--- src/rtl/irq_pkg.sv ---
// Shared constants and FSM state type for the external interrupt controller.
package irq_pkg;

  localparam int unsigned NUM_IRQ  = 4;
  localparam int unsigned IRQ_ID_W = $clog2(NUM_IRQ);

  typedef enum logic [1:0] {
    IDLE    = 2'd0,
    REQ     = 2'd1,
    SERVICE = 2'd2
  } irq_state_t;

endpackage

--- src/rtl/irq_sync_edge.sv ---
// One interrupt line: 2-flop synchronizer followed by a registered rising-edge detector.
module irq_sync_edge (
  input  logic clk,
  input  logic reset,
  input  logic irq_line,
  output logic rise
);

  logic sync1_q;
  logic sync2_q;
  logic prev_q;

  // Synchronize the async line, then keep one cycle of history for edge detection.
  always_ff @(posedge clk) begin
    if (reset) begin
      sync1_q <= 1'b0;
      sync2_q <= 1'b0;
      prev_q  <= 1'b0;
    end else begin
      sync1_q <= irq_line;
      sync2_q <= sync1_q;
      prev_q  <= sync2_q;
    end
  end

  // High for the single cycle after the synchronized line goes 0->1.
  assign rise = sync2_q & ~prev_q;

endmodule

--- src/rtl/ext_irq_ctrl.sv ---
// External interrupt controller: latches line events, prioritizes enabled ones
// (index 0 highest) and runs the request/acknowledge/return handshake with the core.
module ext_irq_ctrl
  import irq_pkg::*;
#(
  parameter int unsigned NUM_IRQ = irq_pkg::NUM_IRQ
) (
  input  logic                clk,
  input  logic                reset,
  input  logic [NUM_IRQ-1:0]  irq_in,
  input  logic                ext_iack,
  input  logic                eret,
  input  logic                en_we,
  input  logic [NUM_IRQ-1:0]  en_wdata,
  output logic                ext_irq,
  output logic [IRQ_ID_W-1:0] irq_id,
  output logic [NUM_IRQ-1:0]  pending,
  output logic                in_service
);

  irq_state_t          state_q;
  logic [NUM_IRQ-1:0]  pending_q;
  logic [NUM_IRQ-1:0]  enable_q;
  logic [IRQ_ID_W-1:0] irq_id_q;
  logic                ext_irq_q;
  logic                in_service_q;

  logic [NUM_IRQ-1:0]  ev;
  logic [NUM_IRQ-1:0]  req_vec;
  logic [NUM_IRQ-1:0]  clr;
  logic [IRQ_ID_W-1:0] sel_id;
  logic                sel_found;
  logic                ack_fire;

  for (genvar g = 0; g < NUM_IRQ; g++) begin : g_line
    irq_sync_edge u_sync (
      .clk      (clk),
      .reset    (reset),
      .irq_line (irq_in[g]),
      .rise     (ev[g])
    );
  end

  assign req_vec  = pending_q & enable_q;
  assign ack_fire = (state_q == REQ) && ext_iack;

  // Lowest set index of the enabled pending lines wins.
  always_comb begin
    sel_id    = '0;
    sel_found = 1'b0;
    for (int i = 0; i < NUM_IRQ; i++) begin
      if (!sel_found && req_vec[i]) begin
        sel_id    = IRQ_ID_W'(i);
        sel_found = 1'b1;
      end
    end
  end

  // Acknowledge clears only the line being requested.
  always_comb begin
    clr = '0;
    for (int i = 0; i < NUM_IRQ; i++) begin
      clr[i] = ack_fire && (irq_id_q == IRQ_ID_W'(i));
    end
  end

  // Pending latch; a new event wins over a simultaneous clear.
  always_ff @(posedge clk) begin
    if (reset) begin
      pending_q <= '0;
    end else begin
      pending_q <= (pending_q & ~clr) | ev;
    end
  end

  // Enable register, written by the core.
  always_ff @(posedge clk) begin
    if (reset) begin
      enable_q <= '0;
    end else if (en_we) begin
      enable_q <= en_wdata;
    end
  end

  // Request/service FSM with registered outputs; irq_id is frozen outside IDLE.
  always_ff @(posedge clk) begin
    if (reset) begin
      state_q      <= IDLE;
      irq_id_q     <= '0;
      ext_irq_q    <= 1'b0;
      in_service_q <= 1'b0;
    end else begin
      case (state_q)
        IDLE: begin
          if (|req_vec) begin
            state_q   <= REQ;
            irq_id_q  <= sel_id;
            ext_irq_q <= 1'b1;
          end
        end
        REQ: begin
          if (ext_iack) begin
            state_q      <= SERVICE;
            ext_irq_q    <= 1'b0;
            in_service_q <= 1'b1;
          end
        end
        SERVICE: begin
          if (eret) begin
            state_q      <= IDLE;
            in_service_q <= 1'b0;
          end
        end
        default: begin
          state_q      <= IDLE;
          ext_irq_q    <= 1'b0;
          in_service_q <= 1'b0;
        end
      endcase
    end
  end

  assign ext_irq    = ext_irq_q;
  assign irq_id     = irq_id_q;
  assign pending    = pending_q;
  assign in_service = in_service_q;

endmodule

--- config.mk ---
export PLATFORM = sky130hd
export DESIGN_NAME = ext_irq_ctrl
export DESIGN_NICKNAME = d
export VERILOG_FILES = /design/src/rtl/irq_pkg.sv /design/src/rtl/irq_sync_edge.sv /design/src/rtl/ext_irq_ctrl.sv
export SDC_FILE = /design/constraint.sdc
export NUM_CORES = 1
export LEC_CHECK = 0
export CAP_MARGIN = 20
export CORE_MARGIN = 5
export CORE_UTILIZATION = 51
export CTS_CLUSTER_SIZE = 30
export DETAILED_ROUTE_END_ITERATION = 10
export PLACE_DENSITY = 0.9
export SYNTH_ARGS = -nofsm -noshare
export SYNTH_HDL_FRONTEND = slang
export SYNTH_HIERARCHICAL = 1
export SYNTH_SLANG_ARGS = --single-unit
--- constraint.sdc ---
create_clock -name clk -period 3.1 [get_ports clk]
set_input_delay 0.465 -clock clk [delete_from_list [all_inputs] [get_ports clk]]
set_output_delay 0.465 -clock clk [all_outputs]
set_load 0.02 [all_outputs]
==> impl_results.md, run 1 <==
- Vias in the first global route: approximately 660
- Chip Width: approximately 53 um
- Synthesized flop and latch total: 26
- CP delay by family, top: buffers and inverters
- Synth Area in XOR/XNOR: 0
- Initial antenna violation count: 0
- Cell Area, Synth: about 920 sq um
- Hold Path Origin: g_line[1].u_sync/sync1_q
- Post-synth top area share: 0.564
- Critical Path Source Type: flip-flop
- Post-synth EDFFs: 0
- Iter 0 DRT Violations: 6
- Hold Worst Slack: approximately 0.46 ns
- Min Tclk post-route: about 1.9 ns
- Core area: 1730 sq um
- Critical path startpoint: irq_id[0]
- Run status: finished, final reports clean
- Setup crit end kind: primary output
- Worst endpoint data arrival time: between 1 and 1.5 ns
- Post-Route WL: 1.66 mm
- Slew margin rel.: 0.709
- Vias after detailed routing: around 710
- CTS buffer count: 3
- Synth top cells by count: dfxtp_1 (26), nor2b_1 (12), nor2_1 (9), a21oi_1 (5), nor3_1 (5)
- Layout cells sized above 1: 0.109
- Number of top-level pins: 21
- Vias/cell: 5.25
- Tot Pwr: roughly 0.6 mW
- Global-route usage over all layers: 0.139
- Power Dens Cells: ~500 nW/um^2
- Clock-pin slew on the worst setup and hold paths: around 0.13 ns
- Setup Total Neg Slack: 0 ns
- Pre-antenna DRT Iters: 3
- Area Growth Syn to Fin: 29.0%
- Starting Density: 0.534
- Compound-Gate Fraction of Synth Area: 0.119
- Slew Viols, Final: 0
- # DRC: 0
- Post-Syn Instances: 87
- Worst slew pin tran: 0.435 ns
- Setup Skew: between 0.002 and 0.003 ns
- Final period utilization: 0.613
- Post_cts resized: 0
- Die ar.: 2760 sq um
- Length of routed met2 wiring: approximately 840 um
- # rows: 15
- Critical Path Slowest Stage Cell: clkdlybuf4s50_1
- RSZ-0062 raised after global routing: false
- Clock tree sinks: 26
- Final setup vio count: 0
- MaxCap Viol Count: 0
- Crit Path Max Fanout: 6
- HPWL after detailed placement: about 1.3 mm
- Peak supply drop: approximately 0.00032 V
- Post-route ant nets: 0
- Core Util, Final: 0.689
- Max incr delay on CP: roughly 0.65 ns
- Reg-to-Reg Start: state_q[0]
- Setup Buffers After CTS: 0
- Clk buf depth: 2
- CTS tree: yes
- ANT cells: 0
- Pleak: 0.455 nW
- Die height: 52.5 um
- Fillcell total: ~140
- Post-synthesis net count: 100
- Placed cell areas: 1150 sq um
- H-Tree Level Count: 1
- Synthesized area per cell: 10.6 sq um
- Final nets: roughly 120
- Yosys cell types: 21
- Routed WL per cell: about 12 um
- Bufs and invs on worst path: 1
- FFs w/ async S/R, synth: 0
- Final global-route overflow total: 0
- CP Cell Sequence: clkdlybuf4s50_1
- Dominant cells by area after synthesis: dfxtp_1 (56%), nor2b_1 (8.1%), mux2i_1 (4.3%)
- WP data required: roughly 2.6 ns
- Area share of fa/ha/maj cells after synthesis: 0
- Synth area leader: dfxtp_1
- Most common cell in the synthesized netlist: dfxtp_1
- Top_reg_cell synth: dfxtp_1
- HP Class: reg -> reg
- Largest family of logic cells by synthesized area: simple AND/OR/NAND/NOR gates
- Global-route wire length before repair: approximately 2.9 mm
- Post-synthesis mux area share: 0.0434
- Clock root buffer: clkbuf_4
- I/O Buffers: 20
- WL met3: about 97 um
- Cts hold-fix bufs: 0
- Critical path class: reg -> out
- Simple-gate area share of the yosys netlist: 0.265
- Largest net degree at the start of global routing: 15
- WL met1: slightly above 700 um
- Worst-Skew Late Latency: roughly 0.31 ns
- Fmax achieved: between 0.5 and 0.6 GHz
- Highest routed layer: met4
- Syn. warnings: 6
- GPL Wtd Cong: 0.764
- Design area: between 1000 and 1500 sq um
- Fin. Hold Viols: 0
- Sequential-to-total area share from yosys stat: 0.564
-- path summary, 6_finish.rpt --
check	to	slack, ns	cells past startpoint
max	irq_id[0]	1.20	1
min	g_line[1].u_sync/sync2_q	0.46	1
max reg2reg	pending[1]	2.00	3
min reg2reg	g_line[1].u_sync/sync2_q	0.46	1
-- placed cells by master (no fill, tap or decap), drive strengths merged --
master,instances
nand2,4
nor3,5
nand3b,1
o21ai,3
nor2,10
nor4bb,1
nor4b,2
nor2b,16
a2111oi,1
dfxtp,26
nor4,1
clkbuf,4
mux2i,4
buf,1
clkdlybuf4s50,20
a22o,3
a21oi,5
a211oi,2
a32o,1
-- report_power, final --
| group | switching (mW) | total [mW] | internal [mW] |
|---|---|---|---|
| combinational | 0.0281 | 0.0663 | 0.0382 |
| sequential | 0.0127 | 0.363 | 0.350 |
| clock | 0.0915 | 0.163 | 0.0717 |
| total | 0.132 | 0.592 | 0.460 |
-- per-layer routing --
layer  up-vias  global-route usage
met3         2              0.0285
met4         0              0.0511
met1       336               0.162
met5         -                   0
met2        18               0.246
li1        353                   -
-- through the flow --
step                      setup slack [ns]  cells
after detailed placement              1.42    131
after global routing                  1.13    135
after global placement                1.44    131
final                                 1.20    135
after floorplan                       2.00     87
after CTS                             1.19    135
-- cell families after synthesis --
family	Yosys count
flip-flops	26
multiplexers	4
buffers and inverters	2
AO/OA/AOI/OAI	15
AND/OR/NAND/NOR	40
-- cell type report --
cell class	instances	area, sq um	share of cell area
Clock buffer	4	36.3	0.0305
Multi-Input combinational cell	59	394	0.331
Sequential cell	26	520	0.437
Tap cell	25	31.3	0.0263
Timing Repair Buffer	21	208	0.175
-- sequential cells by signal, indices dropped and copies added, names as in the netlist --
name / count
enable_q: 4
g_line.u_sync/prev_q: 4
g_line.u_sync/sync1_q: 4
g_line.u_sync/sync2_q: 4
pending: 4
irq_id: 2
state_q: 2
ext_irq: 1
in_service: 1
(Power assumes the default switching activity.)
==> run 2: changes to the inputs <==
- CORE_ASPECT_RATIO: not set -> 0.6
- CORE_UTILIZATION: 51 -> 42
- PLACE_DENSITY: 0.9 -> 0.8
- clock period: 3.1 -> 1.65 ns (I/O delays scaled with it)
==> impl_results.md, run 2 (synthesized netlist as in run 1, its figures left out) <==
- Core area: around 2100 sq um
- Chip Width: 70.5 um
- Most common cell after layout, fill and taps aside: dfxtp_1
- Critical Path Slowest Stage Cell: clkdlybuf4s50_1
- ANT cells: 0
- I/O Buffers: 20
- Die height: 46.3 um
- MaxCap Viol Count: 0
- Pleak: between 0.4 and 0.5 nW
- Fin. Hold Viols: 0
- Setup Total Neg Slack: 0 ns
- Fillcell total: 186
- Setup Skew: about 0.0045 ns
- Register area: around 520 sq um
- Worst-Skew Late Latency: roughly 0.26 ns
- Global-route usage over all layers: 0.115
- CTS tree: yes
- Clock tree sinks: 26
- Most frequent cells in the layout: dfxtp_1 (26), clkdlybuf4s50_1 (19), nor2b_1 (12)
- Final setup vio count: 0
- Hold Worst Slack: 0.443 ns
- # rows: 13
- Final nets: 125
- # DRC: 0
- Vias in the first global route: 644
- Final period utilization: 0.970
- GPL Wtd Cong: around 0.76
- HPWL after detailed placement: between 1 and 1.5 mm
- Pre-antenna DRT Iters: 4
- CP Cell Sequence: clkdlybuf4s50_1
- CTS buffer count: 3
- Worst slew pin tran: a little under 0.3 ns
- Final global-route overflow total: 0
- Critical Path Stages: 1
- Crit Path Max Fanout: 6
- Tot Pwr: about 1.1 mW
- Critical Path Source Type: flip-flop
- Post-route ant nets: 0
- Cts hold-fix bufs: 0
- Post-Route WL: about 1.7 mm
- Peak supply drop: 0.000566 V
- Initial antenna violation count: 0
- Bufs and invs on worst path: 1
- Run status: finished, final reports clean
- Setup Buffers After CTS: 0
- Largest net degree at the start of global routing: 16
- Iter 0 DRT Violations: 39
- Clk buf depth: 2
- Global-route wire length before repair: ~2.8 mm
- Starting Density: 0.433
- Max incr delay on CP: 0.65 ns
- Slew Viols, Final: 0
- Setup crit end kind: primary output
- Routed WL per cell: between 10 and 15 um
- Vias/cell: about 4.8
- Core Util, Final: 0.568
- Worst endpoint data arrival time: 1.35 ns
- CP delay by family, top: buffers and inverters
- R2R depth: 3
- Layout cells sized above 1: 0.109
- RSZ-0062 raised after global routing: false
- H-Tree Level Count: 1
- Min Tclk post-route: 1.60 ns
- Number of top-level pins: 21
- Clock root buffer: clkbuf_8
- Critical path class: reg -> out
- Hold path depth: 1
- Die ar.: ~3300 sq um
- Vias after detailed routing: around 670
- WP data required: 1.40 ns
- Slew margin rel.: 0.805
- Clock-pin slew on the worst setup and hold paths: about 0.080 ns
- Power Dens Cells: ~940 nW/um^2
- HP Class: reg -> reg
- Fmax achieved: between 0.6 and 0.7 GHz
- Area Growth Syn to Fin: 31.3%
- Area of the multi-input gates: 394 sq um
-- run 2: cell count changes in the layout (fill, tap and decap cells not counted) --
cell and change:
buf_4 +1, clkbuf_4 -3, dlymetal6s2s_1 +1, clkdlybuf4s50_1 -1, clkbuf_8 +2
-- run 2: worst paths after layout --
| path | startpoint | endpoint | slack [ns] |
|---|---|---|---|
| max | irq_id[1] | irq_id[1] | 0.05 |
| min | g_line[1].u_sync/sync1_q | g_line[1].u_sync/sync2_q | 0.44 |
| max reg2reg | state_q[0] | pending[1] | 0.51 |
| min reg2reg | g_line[1].u_sync/sync1_q | g_line[1].u_sync/sync2_q | 0.44 |
-- run 2: area by class of cell --
| class | count | share of cell area |
|---|---|---|
| clock buffer | 3 | 0.0341 |
| timing repair buffer | 22 | 0.180 |
| tap | 30 | 0.0310 |
| sequential | 26 | 0.430 |
| multi-input combinational | 59 | 0.325 |
-- run 2: what timing repair did --
action	in CTS	in global routing
hold endpoints to repair	0	0
setup endpoints to repair	0	1
resized for setup	0	1
-- run 2: routing by layer --
metal	vias to the layer above	global-route usage	share of wire
met4	0	0.0420	0.010
met3	2	0.0610	0.079
li1	350	-	-
met1	294	0.129	0.49
met2	21	0.190	0.42
met5	-	0	0
-- run 2: stage by stage --
| step | std cells | setup WS (ns) | cell area (sq um) |
|---|---|---|---|
| global placement | 137 | 0.284 | 1170 |
| detailed placement | 137 | 0.231 | 1170 |
| floorplan | 87 | 0.545 | 922 |
| finish | 140 | 0.0494 | 1210 |
| global route | 140 | 0.00566 | 1210 |
| CTS | 140 | 0.0263 | 1210 |
-- run 2: worst reg2reg max path, delay by kind of cell (launching register included) --
family / cells / cell delay [ns]
and+or+nand+nor: 3 / 0.54
DFF: 1 / 0.49
-- run 2: power by group --
part	internal, mW	total [mW]	switching [mW]
Sequential	0.657	0.681	0.0245
Clock	0.163	0.333	0.170
Combinational	0.0731	0.126	0.0527
==> run 3: changes to the inputs <==
- CORE_UTILIZATION: 42 -> 40
- PLACE_DENSITY: 0.8 -> 0.78
==> impl_results.md, run 3 (synthesized netlist as in run 1, its figures left out) <==
- Critical Path Slowest Stage Cell: clkdlybuf4s50_1
- Post-route ant nets: 0
- Worst endpoint data arrival time: approximately 1.3 ns
- Reg-to-Reg Start: pending[1]
- Pre-antenna DRT Iters: 4
- Placed cell areas: roughly 1200 sq um
- Layout cells sized above 1: 0.117
- HPWL after detailed placement: roughly 1.3 mm
- Most common cell after layout, fill and taps aside: dfxtp_1
- Max incr delay on CP: about 0.64 ns
- Setup Skew: 0.00326 ns
- Worst slew pin tran: ~0.35 ns
- Starting Density: 0.423
- Clock root buffer: clkbuf_8
- Design area: 1230 sq um
- MaxCap Viol Count: 0
- Run status: finished, final reports clean
- CP Cell Sequence: clkdlybuf4s50_1
- HP Class: reg -> reg
- Critical Path Source Type: flip-flop
- Setup crit end kind: primary output
- Global-route usage over all layers: 0.113
- WP data required: roughly 1.4 ns
- Reg2reg end: irq_id[0]
- Final setup vio count: 0
- H-Tree Level Count: 1
- Crit Path Max Fanout: 6
- Worst reg2reg setup slack: a little under 0.5 ns
- Clock-pin slew on the worst setup and hold paths: 0.08 ns
- CP delay by family, top: buffers and inverters
- ANT cells: 0
- R2R depth: 3
- Initial antenna violation count: 0
- Critical path class: reg -> out
- Iter 0 DRT Violations: 32
- Chip Width: a little over 70 um
- # rows: 13
- Peak supply drop: between 0.0005 and 0.0006 V
- Critical Path Stages: 1
- Min Tclk post-route: between 1.5 and 2 ns
- Power Dens Cells: roughly 1000 nW/um^2
- Routed WL per cell: 12.9 um
- Critical Path Sink: irq_id[0]
- Clk buf depth: 2
- Die ar.: 3400 sq um
- Fin. Hold Viols: 0
- Die height: ~47 um
- Final nets: between 100 and 150
- Global-route wire length before repair: 2.86 mm
- Post-Route WL: ~1.8 mm
- CTS tree: yes
- Vias after detailed routing: approximately 690
- Area Growth Syn to Fin: 33.1%
- Final global-route overflow total: 0
- Core area: 2180 sq um
- Slew Viols, Final: 0
- Hold Path Origin: g_line[0].u_sync/sync1_q
- Critical path startpoint: irq_id[0]
- Most frequent cells in the layout: dfxtp_1 (26), clkdlybuf4s50_1 (18), nor2b_1 (12)
- Final period utilization: 0.960
- GPL Wtd Cong: slightly above 0.7
- I/O Buffers: 20
- Worst-Skew Late Latency: around 0.27 ns
- Setup Total Neg Slack: 0 ns
- RSZ-0062 raised after global routing: false
- Bufs and invs on worst path: 1
- CTS buffer count: 3
- Pleak: approximately 0.5 nW
- Slew margin rel.: 0.769
- Fmax achieved: 0.632 GHz
- Vias in the first global route: 657
- Number of top-level pins: 21
- Largest net degree at the start of global routing: 15
- Vias/cell: between 4 and 5
- # DRC: 0
- Clock tree sinks: 26
run 3: changes by cell type in the layout (fill, tap and decap cells not counted), sizes merged:
cell,delta
clkbuf,+1
dlymetal6s2s,+1
clkdlybuf4s50,-1
run 3: worst min-delay path by stage:
stage,endpoint,cells after the start
2_1_floorplan,g_line[0].u_sync/prev_q,1
3_3_place_gp,g_line[2].u_sync/sync2_q,1
3_5_place_dp,g_line[0].u_sync/sync2_q,1
4_1_cts,g_line[0].u_sync/sync2_q,1
5_1_grt,g_line[0].u_sync/sync2_q,1
6_report,g_line[0].u_sync/sync2_q,1
run 3: power breakdown:
group	internal, mW	total (mW)	leakage [nW]	switching [mW]
sequential	0.657	0.682	0.213	0.0258
combinational	0.0729	0.127	0.260	0.0540
clock	0.213	0.399	0.0288	0.186
run 3: timing repair:
item | in CTS | in global routing
setup endpoints to repair | 0 | 2
endpoints found under the hold margin | 0 | 0
hold buffers | 0 | 0
gates resized for setup | 0 | 2
setup buffers | 0 | 0
run 3: stage by stage:
step	cells	utilization	setup WS, ns	hold slack, ns	power, mW
final	141	0.563	0.0667	0.442	1.21
after global routing	141	0.563	0.000542	0.459	1.26
after CTS	141	0.561	0.0322	0.442	1.21
after detailed placement	137	0.536	0.209	0.422	0.824
after global placement	137	0.536	0.276	0.417	0.819
after floorplan	87	-	0.545	0.319	0.753
run 3: routing by layer:
metal	GRT usage	routed length, um
met3	0.0534	102
met5	0	0
met4	0.0300	0
met2	0.190	845
met1	0.133	866
run 3: layout make-up:
| cell class | instances | area (sq um) |
|---|---|---|
| Sequential cell | 26 | 520 |
| Clock buffer | 4 | 55.1 |
| Multi-Input combinational cell | 59 | 394 |
| Timing Repair Buffer | 22 | 220 |
| Tap cell | 30 | 37.5 |
| Fill cell | 192 | 952 |
